`config.mk`:
```
export PLATFORM = sky130hd
export DESIGN_NAME = multicycle_control
export DESIGN_NICKNAME = d
export VERILOG_FILES = /design/src/rtl/multicycle_control_pkg.sv /design/src/rtl/multicycle_control_decode.sv /design/src/rtl/multicycle_control.sv
export SDC_FILE = /design/constraint.sdc
export NUM_CORES = 1
export LEC_CHECK = 0
export BUFFER_PORTS_ARGS = -buffer_cell sky130_fd_sc_hd__clkbuf_2
export CAP_MARGIN = 10
export CORE_MARGIN = 2
export CORE_UTILIZATION = 45
export DETAILED_ROUTE_END_ITERATION = 12
export GPL_TIMING_DRIVEN = 0
export PLACE_DENSITY_LB_ADDON = 0.05
export SLEW_MARGIN = 20
export SYNTH_ARGS = -nofsm -noshare
export SYNTH_HDL_FRONTEND = slang
export SYNTH_SLANG_ARGS = --single-unit
```
`constraint.sdc`:
```
create_clock -name CLK -period 1.69 [get_ports CLK]
set_input_delay 0.0845 -clock CLK [delete_from_list [all_inputs] [get_ports CLK]]
set_output_delay 0.0845 -clock CLK [all_outputs]
set_load 0.02 [all_outputs]
```
`src/rtl/multicycle_control_pkg.sv`:
```
// Shared definitions for the multi-cycle control unit:
// ALU mnemonics, opcodes, operand-B select, error codes, FSM states.
package multicycle_control_pkg;

    typedef enum logic [2:0] {
        ADD = 3'd0,
        SUB = 3'd1,
        SLL = 3'd2,
        SRL = 3'd3,
        SLT = 3'd4
    } op_mne;

    localparam int OP_LOAD  = 0;
    localparam int OP_SUBI  = 1;
    localparam int OP_STORE = 2;
    localparam int OP_BEQZ  = 3;
    localparam int OP_BLTZ  = 4;
    localparam int OP_HALT  = 15;

    localparam logic [1:0] SRC_REG  = 2'd0;
    localparam logic [1:0] SRC_IMM  = 2'd1;
    localparam logic [1:0] SRC_ZERO = 2'd2;

    localparam logic [1:0] ERR_NONE    = 2'd0;
    localparam logic [1:0] ERR_ILLEGAL = 2'd1;
    localparam logic [1:0] ERR_TIMEOUT = 2'd2;

    typedef enum logic [2:0] {
        S_IDLE,
        S_FETCH,
        S_DECODE,
        S_EXEC,
        S_MEM,
        S_WB,
        S_HALTED
    } ctl_state_t;

    typedef struct packed {
        op_mne      alu_op;
        logic [1:0] alu_src_b;
        logic       reg_dst;
        logic       mem_to_reg;
        logic       branch;
        logic       br_neg;
        logic       mem_rd;
        logic       mem_wr;
        logic       legal;
        logic       halt;
    } exec_ctl_t;

endpackage

```
`src/rtl/multicycle_control_decode.sv`:
```
// Combinational map from the latched opcode to EXEC-phase controls.
// Purely a lookup; sequencing lives in multicycle_control.
module mc_decode
    import multicycle_control_pkg::*;
#(
    parameter int OP_W = 5
) (
    input  logic [OP_W-1:0] opcode,
    output exec_ctl_t       ctl
);

    always_comb begin
        ctl           = '0;
        ctl.alu_op    = ADD;
        ctl.alu_src_b = SRC_REG;
        unique case (1'b1)
            opcode == OP_W'(OP_LOAD): begin
                ctl.alu_op    = ADD;
                ctl.alu_src_b = SRC_ZERO;
                ctl.reg_dst   = 1'b1;
                ctl.mem_rd    = 1'b1;
                ctl.legal     = 1'b1;
            end
            opcode == OP_W'(OP_SUBI): begin
                ctl.alu_op     = SUB;
                ctl.alu_src_b  = SRC_IMM;
                ctl.mem_to_reg = 1'b1;
                ctl.legal      = 1'b1;
            end
            opcode == OP_W'(OP_STORE): begin
                ctl.alu_op    = SLL;
                ctl.alu_src_b = SRC_ZERO;
                ctl.mem_wr    = 1'b1;
                ctl.legal     = 1'b1;
            end
            opcode == OP_W'(OP_BEQZ): begin
                ctl.alu_op    = SRL;
                ctl.alu_src_b = SRC_ZERO;
                ctl.branch    = 1'b1;
                ctl.legal     = 1'b1;
            end
            opcode == OP_W'(OP_BLTZ): begin
                ctl.alu_op    = SLT;
                ctl.alu_src_b = SRC_ZERO;
                ctl.branch    = 1'b1;
                ctl.br_neg    = 1'b1;
                ctl.legal     = 1'b1;
            end
            opcode == OP_W'(OP_HALT): begin
                ctl.halt = 1'b1;
            end
            default: begin
                ctl.legal = 1'b0;
            end
        endcase
    end

endmodule

```
`src/rtl/multicycle_control.sv`:
```
// Multi-cycle instruction sequencer with memory wait/timeout handling,
// illegal-opcode trap and a saturating retired-instruction counter.
module multicycle_control
    import multicycle_control_pkg::*;
#(
    parameter int OP_W    = 5,
    parameter int TIMEOUT = 15,
    parameter int CNT_W   = 16
) (
    input  logic             CLK,
    input  logic             RST_N,
    input  logic             START,
    input  logic [OP_W-1:0]  OPCODE,
    input  logic             ZERO,
    input  logic             NEG,
    output logic             IMEM_REQ,
    input  logic             IMEM_ACK,
    output logic             DMEM_REQ,
    input  logic             DMEM_ACK,
    output op_mne            ALU_OP,
    output logic [1:0]       ALU_SRC_B,
    output logic             REG_WRITE,
    output logic             MEM_WRITE,
    output logic             MEM_READ,
    output logic             REG_DST,
    output logic             MEM_TO_REG,
    output logic             BRANCH,
    output logic             PC_WRITE,
    output logic             PC_SRC,
    output logic             IR_WRITE,
    output logic             HALT,
    output logic [1:0]       ERR,
    output logic [CNT_W-1:0] INSN_COUNT
);

    localparam int WAIT_W = $clog2(TIMEOUT + 1);
    localparam logic [WAIT_W-1:0] WAIT_LAST = WAIT_W'(TIMEOUT - 1);
    localparam logic [CNT_W-1:0]  CNT_MAX   = {CNT_W{1'b1}};

    ctl_state_t        state;
    logic [OP_W-1:0]   opcode_q;
    logic [WAIT_W-1:0] wait_cnt;
    exec_ctl_t         dec;
    logic              br_taken;
    logic              wait_done;
    logic [CNT_W-1:0]  cnt_inc;

    mc_decode #(
        .OP_W (OP_W)
    ) u_dec (
        .opcode (opcode_q),
        .ctl    (dec)
    );

    assign br_taken  = dec.br_neg ? NEG : ZERO;
    assign wait_done = (wait_cnt == WAIT_LAST);
    assign cnt_inc   = (INSN_COUNT == CNT_MAX) ? INSN_COUNT
                                               : INSN_COUNT + 1'b1;

    // Outputs are registered toward the state being entered, so each
    // one is valid for exactly the cycles spent in that state.
    always_ff @(posedge CLK or negedge RST_N) begin
        if (!RST_N) begin
            state      <= S_IDLE;
            opcode_q   <= '0;
            wait_cnt   <= '0;
            ERR        <= ERR_NONE;
            INSN_COUNT <= '0;
            IMEM_REQ   <= 1'b0;
            DMEM_REQ   <= 1'b0;
            ALU_OP     <= ADD;
            ALU_SRC_B  <= SRC_REG;
            REG_WRITE  <= 1'b0;
            MEM_WRITE  <= 1'b0;
            MEM_READ   <= 1'b0;
            REG_DST    <= 1'b0;
            MEM_TO_REG <= 1'b0;
            BRANCH     <= 1'b0;
            PC_WRITE   <= 1'b0;
            PC_SRC     <= 1'b0;
            IR_WRITE   <= 1'b0;
            HALT       <= 1'b0;
        end else begin
            IR_WRITE  <= 1'b0;
            PC_WRITE  <= 1'b0;
            PC_SRC    <= 1'b0;
            BRANCH    <= 1'b0;
            REG_WRITE <= 1'b0;
            unique case (state)
                S_IDLE, S_HALTED: begin
                    if (START) begin
                        state    <= S_FETCH;
                        ERR      <= ERR_NONE;
                        wait_cnt <= '0;
                        IMEM_REQ <= 1'b1;
                        HALT     <= 1'b0;
                    end
                end
                S_FETCH: begin
                    if (IMEM_ACK) begin
                        state    <= S_DECODE;
                        opcode_q <= OPCODE;
                        IMEM_REQ <= 1'b0;
                        IR_WRITE <= 1'b1;
                        PC_WRITE <= 1'b1;
                    end else if (wait_done) begin
                        state    <= S_HALTED;
                        IMEM_REQ <= 1'b0;
                        HALT     <= 1'b1;
                        ERR      <= ERR_TIMEOUT;
                    end else begin
                        wait_cnt <= wait_cnt + 1'b1;
                    end
                end
                S_DECODE: begin
                    if (dec.legal) begin
                        state      <= S_EXEC;
                        ALU_OP     <= dec.alu_op;
                        ALU_SRC_B  <= dec.alu_src_b;
                        REG_DST    <= dec.reg_dst;
                        MEM_TO_REG <= dec.mem_to_reg;
                        BRANCH     <= dec.branch;
                    end else begin
                        state <= S_HALTED;
                        HALT  <= 1'b1;
                        if (dec.halt) begin
                            INSN_COUNT <= cnt_inc;
                        end else begin
                            ERR <= ERR_ILLEGAL;
                        end
                    end
                end
                S_EXEC: begin
                    if (dec.branch) begin
                        state      <= S_FETCH;
                        wait_cnt   <= '0;
                        IMEM_REQ   <= 1'b1;
                        PC_WRITE   <= br_taken;
                        PC_SRC     <= br_taken;
                        INSN_COUNT <= cnt_inc;
                    end else if (dec.mem_rd || dec.mem_wr) begin
                        state     <= S_MEM;
                        wait_cnt  <= '0;
                        DMEM_REQ  <= 1'b1;
                        MEM_READ  <= dec.mem_rd;
                        MEM_WRITE <= dec.mem_wr;
                    end else begin
                        state     <= S_WB;
                        REG_WRITE <= 1'b1;
                    end
                end
                S_MEM: begin
                    if (DMEM_ACK) begin
                        DMEM_REQ  <= 1'b0;
                        MEM_READ  <= 1'b0;
                        MEM_WRITE <= 1'b0;
                        if (dec.mem_rd) begin
                            state     <= S_WB;
                            REG_WRITE <= 1'b1;
                        end else begin
                            state      <= S_FETCH;
                            wait_cnt   <= '0;
                            IMEM_REQ   <= 1'b1;
                            INSN_COUNT <= cnt_inc;
                        end
                    end else if (wait_done) begin
                        state     <= S_HALTED;
                        DMEM_REQ  <= 1'b0;
                        MEM_READ  <= 1'b0;
                        MEM_WRITE <= 1'b0;
                        HALT      <= 1'b1;
                        ERR       <= ERR_TIMEOUT;
                    end else begin
                        wait_cnt <= wait_cnt + 1'b1;
                    end
                end
                S_WB: begin
                    state      <= S_FETCH;
                    wait_cnt   <= '0;
                    IMEM_REQ   <= 1'b1;
                    INSN_COUNT <= cnt_inc;
                end
                default: begin
                    state <= S_IDLE;
                end
            endcase
        end
    end

endmodule

```
Yosys cells after proc, flatten, opt, wreduce, memory -nomap -nowiden --
Index checks and enable logic that the tools add are counted. Widths: inputs -> output; s select.
Storage, ports and cells: register bits after elaboration 47, input port bits 12, output and inout port bits 35, logic and storage cells 142
Cells by class: add/subtract/negate cells 2, equality and inequality tests 28, multiplexer cells 75, reduce and logical (&&, ||, !) cells 18
Operators with widths (number):
- $mux 16 | 6
- $pmux 16 s4 | 1
- $mux 1 | 37
- $mux 4 | 7
- $pmux 5 s5 | 1
- $ne 2x2->1 const B | 11
- $mux 3 | 7
- $pmux 4 s5 | 1
- $pmux 3 s6 | 1
- $reduce_and 6->1 | 3
- $add 16x1->16 const B | 1
- $eq 16x16->1 const B | 1
- $mux 2 | 6
- $ne 3x3->1 const B | 4
- $eq 5x2->1 const B | 2
- $pmux 1 s2 | 5
- $reduce_and 5->1 | 2
- $eq 3x3->1 const B | 3
- $pmux 2 s4 | 1
- $reduce_bool 4->1 | 2
- $eq 3x2->1 const B | 2
- $eq 5x1->1 const B | 1
- $eq 5x3->1 const B | 1
- $eq 5x4->1 const B | 1
- other kinds (14) | 16

Longest topological paths before layout --
Gate-level depths: netlist of run 1.
depth after elaboration 6, depth in mapped cells 7

Hierarchy --
Synthesis of run 1 repeated with hierarchy kept, for this count alone.
Unflattened totals: cells, all modules 248, area total of the unflattened synthesis 2577.5 µm²
Modules (own cells, without submodules):
- multicycle_control | times used 1, cells each 225, area each 2401.1 µm², sequential area each 1176.1 µm²
- mc_decode | times used 1, cells each 23, area each 176.4 µm², sequential area each 0.0 µm²

Worst setup path after synthesis of run 1 --
Ideal clock, no wire load.
path kind reg-to-reg, from reg INSN_COUNT[0], to reg INSN_COUNT[10], setup time 0.130 ns, arrival time 1.751 ns, required time 1.560 ns, setup slack -0.191 ns, stages on the path, launching flop included 8, path through dfrtp_1 > ha_1 > and4_1 > and2_1 > a31oi_4 > buf_4 > nand4_1 > xnor2_1
On the way: word-level cells in the longest chain between the ends 5, elaborated cells between the ends (all ways) 9, classes of those cells add/sub (1); eq/ne (1); mux (7)
Ends and longest elaborated chain:
- from (decl) | line multicycle_control.sv:33 | output logic [CNT_W-1:0] INSN_COUNT
- from (signal assigned) | line multicycle_control.sv:127 | INSN_COUNT <= cnt_inc;
- from (signal assigned) | line multicycle_control.sv:140 | INSN_COUNT <= cnt_inc;
- from (signal assigned) | line multicycle_control.sv:164 | INSN_COUNT <= cnt_inc;
- $add 16x1->16 / $eq 16x16->1 (equally long branches) | line multicycle_control.sv:58, multicycle_control.sv:57
- $mux 16 * | line multicycle_control.sv:57 | assign cnt_inc = (INSN_COUNT == CNT_MAX) ? INSN_COUNT
- $mux 16 (on tied branches) | line multicycle_control.sv:157, multicycle_control.sv:126
- $mux 16 (on tied branches) | line multicycle_control.sv:153, multicycle_control.sv:116
- $pmux 16 s4 * | line multicycle_control.sv:89 | unique case (state)
Every way passes the cells marked *; elsewhere a longest branch is shown, timed or not. The select of a mux whose other input is x is not followed. A chain may end at the register's enable or synchronous reset.

Worst setup path after layout of run 1 --
from reg opcode_q[4], to reg INSN_COUNT[2]
On the way: word-level cells in the longest chain between the ends 5, elaborated cells between the ends (all ways) 17, classes of those cells eq/ne (9); mux (4); reduce/logical (4)
Ends and longest elaborated chain:
- from (decl) | line multicycle_control.sv:41 | logic [OP_W-1:0] opcode_q;
- from (signal assigned) | line multicycle_control.sv:65 | opcode_q <= '0;
- from (signal assigned) | line multicycle_control.sv:102 | opcode_q <= OPCODE;
- $eq 5x3->1 (tied with other cells) | line multicycle_control_decode.sv:42 | opcode == OP_W'(OP_BLTZ): begin
- $reduce_or 5->1 (no line) / $reduce_or 2->1 (equally long branches)
- $mux 1 | line multicycle_control_decode.sv:16 | unique case (1'b1)
- $ne 2x2->1 (no line)
- $reduce_and 6->1 (no line) *
Every way passes the cells marked *; elsewhere a longest branch is shown, timed or not.

==> results by group, run 1 <==
Die
  – Chip width: just under 80 um
  – Die Ht: 77.2 um
  – Ports: 47
  – Core Region: 0.00514 sq mm
  – Die Area: ~0.0060 sq mm
  – Std cell rows: 26
  – Initial core utilization: 46.9%

CTS
  – Worst skew pair latency: 0.30 ns
  – # clock sinks: 46
  – Total CTS buffers: 5
  – H-tree depth: 2
  – Clk pin slew, worst setup/hold paths: 0.08 ns
  – CTS tree: built
  – Root buf cell: clkbuf_8
  – Clk buf depth: 2

Placed design
  – Port bufs: between 40 and 50
  – Placer Congestion: between 0.8 and 0.9
  – Dpl cells: 349
  – Detail Placement HPWL: roughly 3700 um

Setup path
  – Worst-path maximum fanout: 6
  – Kind of critical path: flip-flop to flip-flop
  – WP data required: 1.92 ns
  – CP Cell Sequence: or4_4 -> o21ai_4 -> a22oi_2 -> buf_4 -> buf_4 -> nand3_2 -> xnor2_1
  – Worst Setup End Kind: flip-flop
  – Cell mode on critical path: buf_4
  – WP data arrival: 2.12 ns
  – CP Launch Type: flip-flop
  – Slowest cell delay on critical path: between 0.5 and 0.6 ns
  – Worst path slowest cell: or4_4

Drt
  – Vias: 2091
  – Drt total wl: a little under 6000 um
  – Drt pass-1 iters: 4
  – Vias/cell: between 5 and 6
  – # DRC: 0
  – DR iter-0 viols: 96
  – DRT antenna net count: 0
  – WL/cell: approximately 15 um

Power and ir drop
  – Net switching power: ~2.4 mW
  – Switch share: 42.2%
  – Peak VDD IR: 0.00116 V
  – P_leak: 1.52 nW
  – PD cells: roughly 1700 mW/mm^2
  – Power Total: 5.66 mW
  – Cell-internal power: 3.27 mW
  – Clock share of power: 11.5%
  – Reg power frac: 30.4%
  – Logic pwr share: between 50 and 60%

Yosys
  – Register area share after synthesis: 47.8%
  – EDFF count, synth: 0
  – Synth warn: 0
  – Synthesized flop and latch total: 46
  – Syn Std Cell Area: between 0.002 and 0.0025 sq mm
  – Distinct cells, synth: 54
  – Main flop type after synthesis: dfrtp_1
  – Ys async rst share: 100%
  – Cells after Synth: 233
  – Syn Area/Cell: 10.3 sq um
  – Mapped Nets: approximately 250

Global route
  – Vias in the first global route: roughly 2000
  – First-pass GRT wire length: 9580 um
  – Grt ovf: 0
  – Antenna violations before repair: 0
  – GRT Overall Usage: 20.2%
  – Largest net degree at the start of global routing: 47

Cells and area
  – Share of cells above drive strength 1: about 43%
  – Util after Layout: 63.7%
  – ANT cells: 0
  – Non-filler cells in the finished layout: 385
  – Syn-to-layout area delta: 35.9%
  – Final nets: 329

Timing
  – Clk_skew: ~0.0084 ns
  – Total negative slack: -2.69 ns
  – Slew Viols, Final: 0
  – Slew @ Worst Pin: 0.631 ns
  – Post-route setup slack: -0.199 ns
  – Worst rel slew slack: 57.9%
  – Period utilization: 112%
  – Highest clock rate: 529 MHz
  – Minimum clock period: 1.89 ns
  – Unrepaired setup endpoints after global routing: true
  – Final setup vio count: 19
  – Final hold viol count: 0

Run
  – Max-cap violation count: 0

Status
  – Failing checks: negative setup slack
  – Status: finished with violations

Hold path
  – Hold Crit Class: primary input to flip-flop
[stage by stage]
step / instance area [sq um] / setup WS, ns / hold WS [ns]
6_report: 3270 / -0.199 / 0.0124
5_1_grt: 3270 / -0.294 / 0.0100
4_1_cts: 3160 / -0.180 / 0.00692
3_5_place_dp: 2780 / -0.316 / 0.184
3_3_place_gp: 2770 / -0.291 / 0.317
2_1_floorplan: 2460 / -0.143 / -0.211
[cell usage after synthesis (4+ instances only)]
| cell type | count | area, sq um |
|---|---|---|
| dfrtp_1 | 46 | 1150 |
| nor2_1 | 15 | 56.3 |
| xnor2_1 | 15 | 131 |
| a21oi_1 | 14 | 70.1 |
| nand2_1 | 12 | 45.0 |
| nand3_1 | 12 | 60.1 |
| and3_1 | 10 | 62.6 |
| nand4_1 | 10 | 62.6 |
| nand2b_1 | 9 | 56.3 |
| mux2_2 | 7 | 78.8 |
| o21ai_0 | 7 | 35.0 |
| nor3_1 | 6 | 30.0 |
| inv_1 | 5 | 18.8 |
| and4_1 | 4 | 35.0 |
| buf_2 | 4 | 20.0 |
| buf_4 | 4 | 30.0 |
[path summary, 6_finish.rpt]
| kind | start | slack [ns] | endpoint | cells past startpoint |
|---|---|---|---|---|
| hold / removal | OPCODE[3] | 0.01 | opcode_q[3]$_DFFE_PN0P_ | 2 |
| min in group asynchronous | RST_N | 0.36 | wait_cnt[0]$_DFFE_PN0P_ | 2 |
| max in group asynchronous | RST_N | 0.86 | state[1]$_DFFE_PN0N_ | 2 |
| setup reg to reg | opcode_q[4]$_DFFE_PN0P_ | -0.20 | INSN_COUNT[2]$_DFFE_PN0P_ | 7 |
| setup / recovery | opcode_q[4]$_DFFE_PN0P_ | -0.20 | INSN_COUNT[2]$_DFFE_PN0P_ | 7 |
| hold reg to reg | INSN_COUNT[14]$_DFFE_PN0P_ | 0.49 | INSN_COUNT[14]$_DFFE_PN0P_ | 1 |
[cells in the final DEF, fill, tap and decap left out, types with 3 or more instances in the layout]
cell type / count
and3_1: 10
mux2_2: 5
dfrtp_1: 41
nand3_2: 6
clkbuf_8: 5
nand2_1: 11
buf_6: 12
and4_1: 4
o21ai_0: 3
nand4_1: 10
nor3_1: 5
buf_4: 24
nor2b_1: 3
xnor2_1: 15
inv_1: 5
nand3_1: 6
nor2_1: 14
mux2_4: 3
dfrtp_2: 5
clkbuf_2: 45
nand2b_1: 7
clkbuf_1: 3
o21ai_1: 3
a21oi_1: 14
[power by group through the flow]
| stage | sequential (mW) | clock [mW] | combinational, mW |
|---|---|---|---|
| floorplan | 1.92 | 0 | 1.52 |
| finish | 1.72 | 0.651 | 3.28 |
| global placement | 1.70 | 0 | 2.33 |
| global route | 1.77 | 0.712 | 3.54 |
| CTS | 1.70 | 0.676 | 3.00 |
| detailed placement | 1.71 | 0 | 2.36 |
[sequential cells by signal, indices dropped and copies added, names as in the netlist, 2 cells and up]
name and flops:
wait_cnt 4, ERR 2, state 3, opcode_q 5, ALU_OP 3, INSN_COUNT 16
[routing by layer]
layer / global-route usage (%) / vias up / part of all wire (%)
met4: 8.75 / 0 / 2.7
met1: 28.2 / 1010 / 47
met5: 0 / - / 0
li1: - / 1014 / -
met2: 30.5 / 56 / 46
met3: 3.88 / 11 / 4.1
[logic make-up (layout without fill, tap and decap cells)]
family / count (synthesis) / after routing / synth area share [%]
xor+xnor: 15 / 15 / 5.45
mux: 9 / 9 / 4.15
buf+inv: 16 / 98 / 3.95
simple gates: 94 / 94 / 21.9
fa+ha+maj: 4 / 4 / 1.97
flops: 46 / 46 / 47.8
compound gates: 49 / 49 / 14.8
[final cells by class]
class,count,area (sq um)
well taps,70,87.6
repair buffers,75,473
inverters,5,18.8
flip-flops and latches,46,1160
multi-input cells,171,1360
plain buffers,10,97.6
fillers,447,1870
clock buffers,8,80.1
[worst max-delay path: cells and delay by family (launching register included)]
kind	cells	cell delay, ns
buffers and inverters	2	0.31
XOR/XNOR	1	0.11
flip-flops	1	0.44
AO/OA/AOI/OAI	2	0.34
AND/OR/NAND/NOR	2	0.61
[repair_timing]
action / in CTS / in global routing
endpoints found under the hold margin: 46 / 0
gates resized for setup: 31 / 25
buffers inserted: 23 / 7
pin swaps: 14 / 15
gates cloned: 1 / 2
setup endpoints to repair: 33 / 33
hold buffers: 1 / 0
(Power assumes the default switching activity.)
==> run 2: changes to the inputs <==
--- a/config.mk
+++ b/config.mk
@@ -5,11 +5,11 @@
 export SDC_FILE = /design/constraint.sdc
 export NUM_CORES = 1
 export LEC_CHECK = 0
-export BUFFER_PORTS_ARGS = -buffer_cell sky130_fd_sc_hd__clkbuf_2
 export CAP_MARGIN = 10
 export CORE_MARGIN = 2
 export CORE_UTILIZATION = 45
 export DETAILED_ROUTE_END_ITERATION = 12
+export DONT_BUFFER_PORTS = 1
 export GPL_TIMING_DRIVEN = 0
 export PLACE_DENSITY_LB_ADDON = 0.05
 export SLEW_MARGIN = 20
==> results by group, run 2 (synthesis results as in run 1) <==
Cells and area
  – ANT cells: 0 (unchanged)
  – Most flops, register: INSN_COUNT
  – Commonest non-fill, non-tap cell in the layout: dfrtp_1
  – Final nets: 303 (-7.9%)
  – Largest register FFs: 16 (unchanged)
  – Largest regs: INSN_COUNT x16, opcode_q x5, wait_cnt x4
  – Share of cells above drive strength 1: 39.6% (-3.0 points)
  – Most frequent cells in the layout: 40 x dfrtp_1, 29 x buf_4, 16 x buf_6, 15 x xnor2_1, 13 x nor2_1
  – Non-filler cells in the finished layout: 358 (-7.0%)
  – Fin area: 0.00335 sq mm (+2.4%)
  – Syn-to-layout area delta: 39.2%
  – Util after Layout: 65.3% (+1.6 points)

Global route
  – Grt ovf: 0 (unchanged)
  – Vias in the first global route: 2114 (+5.1%)
  – Largest net degree at the start of global routing: 47 (unchanged)
  – Antenna violations before repair: 0 (unchanged)
  – First-pass GRT wire length: 10500 um (+9.5%)
  – GRT Overall Usage: 22.0% (+1.8 points)

Timing
  – Highest clock rate: 516 MHz (-2.4%)
  – Post-route setup slack: -0.247 ns (-0.0474 ns)
  – Total negative slack: -3.44 ns (-0.753 ns)
  – Final hold viol count: 0 (unchanged)
  – Minimum clock period: 1.94 ns (+0.0474 ns)
  – Unrepaired setup endpoints after global routing: true
  – Worst rel slew slack: 73.0% (+15 points)
  – Slew @ Worst Pin: 0.406 ns (-0.225 ns)
  – Period utilization: 115% (+2.8 points)
  – Clk_skew: 0.00485 ns (-0.00354 ns)
  – Final setup vio count: 23 (+4)
  – Slew Viols, Final: 0 (unchanged)

Run
  – Max-cap violation count: 0 (unchanged)

Hold path
  – Hold Crit Class: primary input to flip-flop
  – Hold Path Sink: PC_SRC$_DFF_PN0_
  – Min-delay src: NEG
  – Hold-critical path depth: 2 (unchanged)

Drt
  – DR iter-0 viols: 76 (-21%)
  – # DRC: 0 (unchanged)
  – Drt pass-1 iters: 4 (unchanged)
  – Vias/cell: 5.73 (+5.5%)
  – DRT antenna net count: 0 (unchanged)
  – WL/cell: 18.5 um (+23%)
  – Vias: 2051 (-1.9%)
  – Drt total wl: 6620 um (+15%)

Die
  – Die Area: 0.00596 sq mm (unchanged)
  – Std cell rows: 26 (unchanged)
  – Chip width: 77.2 um (unchanged)
  – Ports: 47 (unchanged)
  – Initial core utilization: 46.9% (unchanged)
  – Core Region: 0.00514 sq mm (unchanged)
  – Die Ht: 77.2 um (unchanged)

Setup path
  – WP data arrival: 2.12 ns (about the same)
  – FF-to-FF path depth: 7 (unchanged)
  – CP Launch Type: flip-flop
  – WP data required: 1.88 ns (-0.04 ns)
  – Worst Setup End Kind: flip-flop
  – CP Cell Sequence: buf_6 -> or4_4 -> o21ai_2 -> a22oi_2 -> buf_6 -> o21ai_2 -> mux2_4
  – WP buf/inv: 2 (unchanged)
  – Slowest cell delay on critical path: 0.53 ns (-0.03 ns)
  – Worst r2r src: opcode_q[4]$_DFFE_PN0P_
  – Worst path slowest cell: or4_4
  – Family with the most delay on the worst path: simple AND/OR/NAND/NOR gates
  – R2r setup slk: -0.25 ns (-0.05 ns)
  – Kind of critical path: flip-flop to flip-flop
  – Worst-path maximum fanout: 7 (+1)
  – R2R Path End: IMEM_REQ$_DFFE_PN0P_

CTS
  – Clk buf depth: 2 (unchanged)
  – CTS tree: built
  – Clk pin slew, worst setup/hold paths: 0.08 ns (about the same)
  – Worst skew pair latency: 0.30 ns (about the same)
  – Total CTS buffers: 5 (unchanged)
  – Root buf cell: clkbuf_8
  – H-tree depth: 2 (unchanged)
  – # clock sinks: 46 (unchanged)

Power and ir drop
  – Switch share: 42.1% (-0.067 points)
  – Peak VDD IR: 0.00108 V (-6.8%)
  – PD cells: 1830 mW/mm^2 (+6.0%)
  – Reg power frac: 32.6% (+2.2 points)
  – Logic pwr share: 56.4% (-1.7 points)
  – Net switching power: 2.58 mW (+8.4%)
  – Clock share of power: 11.0% (-0.5 points)
  – Cell-internal power: 3.56 mW (+8.7%)
  – P_leak: 1.47 nW (-3.7%)

Placed design
  – Placed Area: 0.00254 sq mm (-8.4%)
  – Detail Placement HPWL: 3900 um (+5.2%)
  – Port bufs: 0 (-100%)
  – Dpl cells: 303 (-13%)
  – Pre-CTS WS: -0.298 ns (+0.0185 ns)
  – Placer Congestion: 0.853 (+6.0%)

Status
  – Status: finished with violations
  – Failing checks: negative setup slack
==> run 2: metrics by stage <==
stage	hold WS, ns	power (mW)
4_1_cts	0.0250	5.57
3_3_place_gp	-0.210	3.78
5_1_grt	0.0310	6.51
6_report	0.0272	6.14
3_5_place_dp	-0.210	3.88
2_1_floorplan	-0.211	3.44
==> run 2: power by group through the flow <==
stage	Sequential, mW	Combinational, mW	Clock (mW)
after detailed placement	2.01	1.87	0
after global routing	2.06	3.71	0.743
after CTS	1.99	2.88	0.688
after global placement	1.98	1.80	0
final	2.00	3.46	0.676
after floorplan	1.92	1.52	0
==> run 2: layout make-up <==
class | instances | area (sq um)
fillers | 423 | 1790
multi-input cells | 171 | 1420
flip-flops and latches | 46 | 1160
repair buffers | 48 | 472
plain buffers | 11 | 109
well taps | 70 | 87.6
clock buffers | 7 | 86.3
inverters | 5 | 18.8
==> run 2: worst max-delay path by stage <==
stage | start | endpoint | cells after the start
finish | opcode_q[4]$_DFFE_PN0P_ | IMEM_REQ$_DFFE_PN0P_ | 7
global route | INSN_COUNT[0]$_DFFE_PN0P_ | INSN_COUNT[1]$_DFFE_PN0P_ | 7
detailed placement | opcode_q[4]$_DFFE_PN0P_ | INSN_COUNT[1]$_DFFE_PN0P_ | 6
floorplan | opcode_q[4]$_DFFE_PN0P_ | IMEM_REQ$_DFFE_PN0P_ | 6
CTS | opcode_q[4]$_DFFE_PN0P_ | IMEM_REQ$_DFFE_PN0P_ | 7
global placement | opcode_q[4]$_DFFE_PN0P_ | IMEM_REQ$_DFFE_PN0P_ | 6
==> run 2: timing repair <==
item,4_1_cts,5_1_grt
setup endpoints to repair,34,39
hold buffers,9,0
pin swaps,23,22
setup buffers,26,12
cloned,2,0
hold endpoints to repair,53,0
gates resized for setup,39,36
==> run 2: metal layers <==
layer  wire (um)  part of all wire (%)  up-vias  GRT usage, %
met5           0                     0        -             0
met4         157                   2.4        0          7.32
met3         291                   4.4       17          4.82
met2        3410                    52       53          37.4
met1        2760                    42     1022          27.6
li1            -                     -      959             -
==> run 3: changes to the inputs <==
--- a/config.mk
+++ b/config.mk
@@ -11,8 +11,8 @@
 export DETAILED_ROUTE_END_ITERATION = 12
 export DONT_BUFFER_PORTS = 1
 export GPL_TIMING_DRIVEN = 0
-export PLACE_DENSITY_LB_ADDON = 0.05
 export SLEW_MARGIN = 20
 export SYNTH_ARGS = -nofsm -noshare
 export SYNTH_HDL_FRONTEND = slang
+export SYNTH_HIERARCHICAL = 1
 export SYNTH_SLANG_ARGS = --single-unit
==> constraint.sdc (replaced) <==
create_clock -name CLK -period 2.4 [get_ports CLK]
set_input_delay 0.12 -clock CLK [delete_from_list [all_inputs] [get_ports CLK]]
set_output_delay 0.12 -clock CLK [all_outputs]
set_load 0.02 [all_outputs]
==> results by group, run 3 <==
Global route
  – Largest net degree at the start of global routing: 48 (+2.1%)
  – Antenna violations before repair: 0 (unchanged)
  – Grt ovf: 0 (unchanged)
  – Vias in the first global route: 1907 (-9.8%)
  – M1 GR Usage: 26.2% (-1.4 points)
  – Met2 track demand over resource: 28.7% (-8.7 points)
  – Met3 usage: 5.09% (+0.27 points)
  – Top Usage Layer GRT: met2
  – GRT Overall Usage: 18.9% (-3.1 points)
  – First-pass GRT wire length: 9470 um (-9.7%)

Setup path
  – Critical Path Start: opcode_q[0]$_DFFE_PN0P_
  – CP Launch Type: flip-flop
  – Kind of critical path: flip-flop to flip-flop
  – Worst r2r src: opcode_q[0]$_DFFE_PN0P_
  – WP data arrival: 2.49 ns (+0.37 ns)
  – Worst Setup End Kind: flip-flop
  – R2r setup slk: 0.10 ns (+0.35 ns)
  – Worst-path maximum fanout: 4 (-3)
  – WP data required: 2.60 ns (+0.72 ns)

Drt
  – Vias/cell: 5.62 (-1.9%)
  – DR iter-0 viols: 103 (+36%)
  – Vias: 1945 (-5.2%)
  – DRT antenna net count: 0 (unchanged)
  – Drt pass-1 iters: 4 (unchanged)
  – # DRC: 0 (unchanged)
  – WL/cell: 16.1 um (-13%)
  – Drt total wl: 5560 um (-16%)

Yosys
  – Largest family of logic cells by synthesized area: simple AND/OR/NAND/NOR gates
  – Syn Area/Cell: 10.4 sq um (+0.49%)
  – Ys async rst share: 100% (unchanged)
  – Synth warn: 6 (+6)
  – Most common cell in the netlist: dfrtp_1
  – Largest cells by area after synthesis: dfrtp_1 46%, mux2_2 6.6%, xnor2_1 3.7%, nor2_1 2.9%, nand3_1 2.5%
  – Compound-Gate Fraction of Synth Area: 13.2% (-1.7 points)
  – EDFF count, synth: 0 (unchanged)
  – Post-Synth XOR/XNOR Area: 4.08% (-1.4 points)
  – Mux contribution to synthesized area: 8.54% (+4.4 points)
  – Main flop type after synthesis: dfrtp_1
  – Distinct cells, synth: 56 (+3.7%)
  – Register area share after synthesis: 45.6% (-2.1 points)
  – Top cells by count, synth: 47 x dfrtp_1, 20 x nor2_1, 15 x mux2_2
  – Synth area leader: dfrtp_1
  – Synth top area share: 45.6% (-2.1 points)
  – Syn Std Cell Area: 0.00258 sq mm (+7.0%)
  – Cells after Synth: 248 (+6.4%)
  – Synthesized flop and latch total: 47 (+2.2%)
  – Post-Synth Adder-Cell Area: 1.46% (-0.52 points)
  – Synth Area in Simple Gates: 22.1% (+0.28 points)
  – Mapped Nets: 263 (+6.0%)

Timing
  – Period utilization: 95.7% (-19 points)
  – Post-route setup slack: 0.103 ns (+0.349 ns)
  – Hold WS: 0.0389 ns (+0.0118 ns)
  – Slew Viols, Final: 0 (unchanged)
  – Minimum clock period: 2.30 ns (+0.361 ns)
  – Clk_skew: 0.0126 ns (+0.00775 ns)
  – Final setup vio count: 0 (-100%)
  – Slew @ Worst Pin: 0.650 ns (+0.244 ns)
  – Final hold viol count: 0 (unchanged)
  – Highest clock rate: 435 MHz (-16%)
  – Worst rel slew slack: 56.3% (-17 points)

Cells and area
  – Share of cells above drive strength 1: 23.4% (-16 points)
  – Largest regs: INSN_COUNT x16, opcode_q x5, wait_cnt x4
  – Syn-to-layout area delta: 15.8%
  – Most frequent cells in the layout: 47 x dfrtp_1, 18 x nor2_1, 15 x mux2_2, 13 x nand3_1
  – Largest register FFs: 16 (unchanged)
  – Most flops, register: INSN_COUNT
  – Non-filler cells in the finished layout: 346 (-3.4%)
  – ANT cells: 0 (unchanged)
  – Commonest non-fill, non-tap cell in the layout: dfrtp_1
  – Fill cells: 507 (+20%)
  – Final nets: 288 (-5.0%)

Status
  – Status: complete, no violations

Die
  – Ports: 47 (unchanged)
  – Die Area: 0.00635 sq mm (+6.6%)
  – Initial core utilization: 46.8% (-0.077 points)
  – Core Region: 0.00551 sq mm (+7.1%)
  – Die Ht: 79.7 um (+3.2%)
  – Chip width: 79.7 um (+3.2%)
  – Std cell rows: 27 (+3.8%)

Placed design
  – Pre-CTS WS: -0.0909 ns (+0.207 ns)
  – Detail Placement HPWL: 3830 um (-1.7%)
  – Placer Congestion: 0.869 (+1.8%)
  – Dpl cells: 320 (+5.6%)
  – Port bufs: 0 (unchanged)

CTS
  – # clock sinks: 47 (+2.2%)
  – Root buf cell: clkbuf_8
  – Clk buf depth: 2 (unchanged)
  – Worst skew pair latency: 0.31 ns (about the same)
  – Clk pin slew, worst setup/hold paths: 0.09 ns (about the same)
  – CTS tree: built
  – H-tree depth: 2 (unchanged)
  – Total CTS buffers: 5 (unchanged)

Power and ir drop
  – P_leak: 1.26 nW (-14%)
  – Peak VDD IR: 0.000476 V (-56%)
  – Power Total: 3.61 mW (-41%)
  – PD cells: 1210 mW/mm^2 (-34%)

Run
  – Max-cap violation count: 0 (unchanged)

Hold path
  – Min-delay src: ZERO
  – Hold Crit Class: primary input to flip-flop
==> run 3: stage by stage <==
step	util [%]	area [sq um]	setup TNS, ns
after floorplan	-	2580	0
after global placement	48.4	2670	-0.369
after detailed placement	48.4	2670	-0.362
after CTS	52.4	2880	0
after global routing	54.2	2990	-0.00725
final	54.2	2990	0
==> run 3: worst max-delay path, cell delays in order (launching register included) <==
cell,delay (ns)
dfrtp_1,0.40
buf_6,0.13
or3b_4,0.40
a21oi_4,0.22
nor4bb_4,0.08
a21o_2,0.24
a211oi_4,0.27
buf_4,0.15
mux2_2,0.31
==> run 3: report_power, final <==
part | internal [mW] | total [mW] | switching (mW)
clock | 0.314 | 0.600 | 0.286
combinational | 0.747 | 1.59 | 0.840
sequential | 1.03 | 1.43 | 0.400
==> run 3: repair_timing <==
action / CTS / global route
pin swaps: 0 / 5
buffers inserted: 0 / 10
hold buffers: 7 / 0
endpoints found under the setup margin: 7 / 9
cloned: 0 / 1
hold endpoints to repair: 52 / 0
gates resized for setup: 2 / 4
==> run 3: cells by family (layout without fill, tap and decap cells) <==
family / after synthesis / count (layout)
AND/OR/NAND/NOR: 97 / 97
AO/OA/AOI/OAI: 47 / 47
flip-flops: 47 / 47
buffers and inverters: 22 / 48
multiplexers: 20 / 20
XOR/XNOR: 12 / 12
adder cells (fa/ha/maj): 3 / 3
==> run 3: routing by layer <==
metal,vias up,wire [um]
li1,949,-
met1,938,2620
met2,53,2560
met3,5,326
met4,0,55
met5,-,0
==> run 3: cell type report <==
type,instances,area [sq um],share of cell area [%]
flip-flops and latches,47,1180,39.4
repair buffers,18,168,5.62
inverters,7,26.3,0.880
multi-input cells,179,1310,43.8
plain buffers,15,103,3.44
clock inverters,3,46.3,1.55
clock buffers,5,68.8,2.31
well taps,72,90.1,3.02
==> run 3: worst paths after layout <==
check / cells past startpoint / end
min in group asynchronous: 2 / ALU_SRC_B[1]$_DFFE_PN0P_
max in group asynchronous: 2 / wait_cnt[1]$_DFFE_PN0P_
hold reg to reg: 1 / opcode_q[3]$_DFFE_PN0P_
hold / removal: 2 / PC_SRC$_DFF_PN0_
setup / recovery: 8 / INSN_COUNT[1]$_DFFE_PN0P_
setup reg to reg: 8 / INSN_COUNT[1]$_DFFE_PN0P_
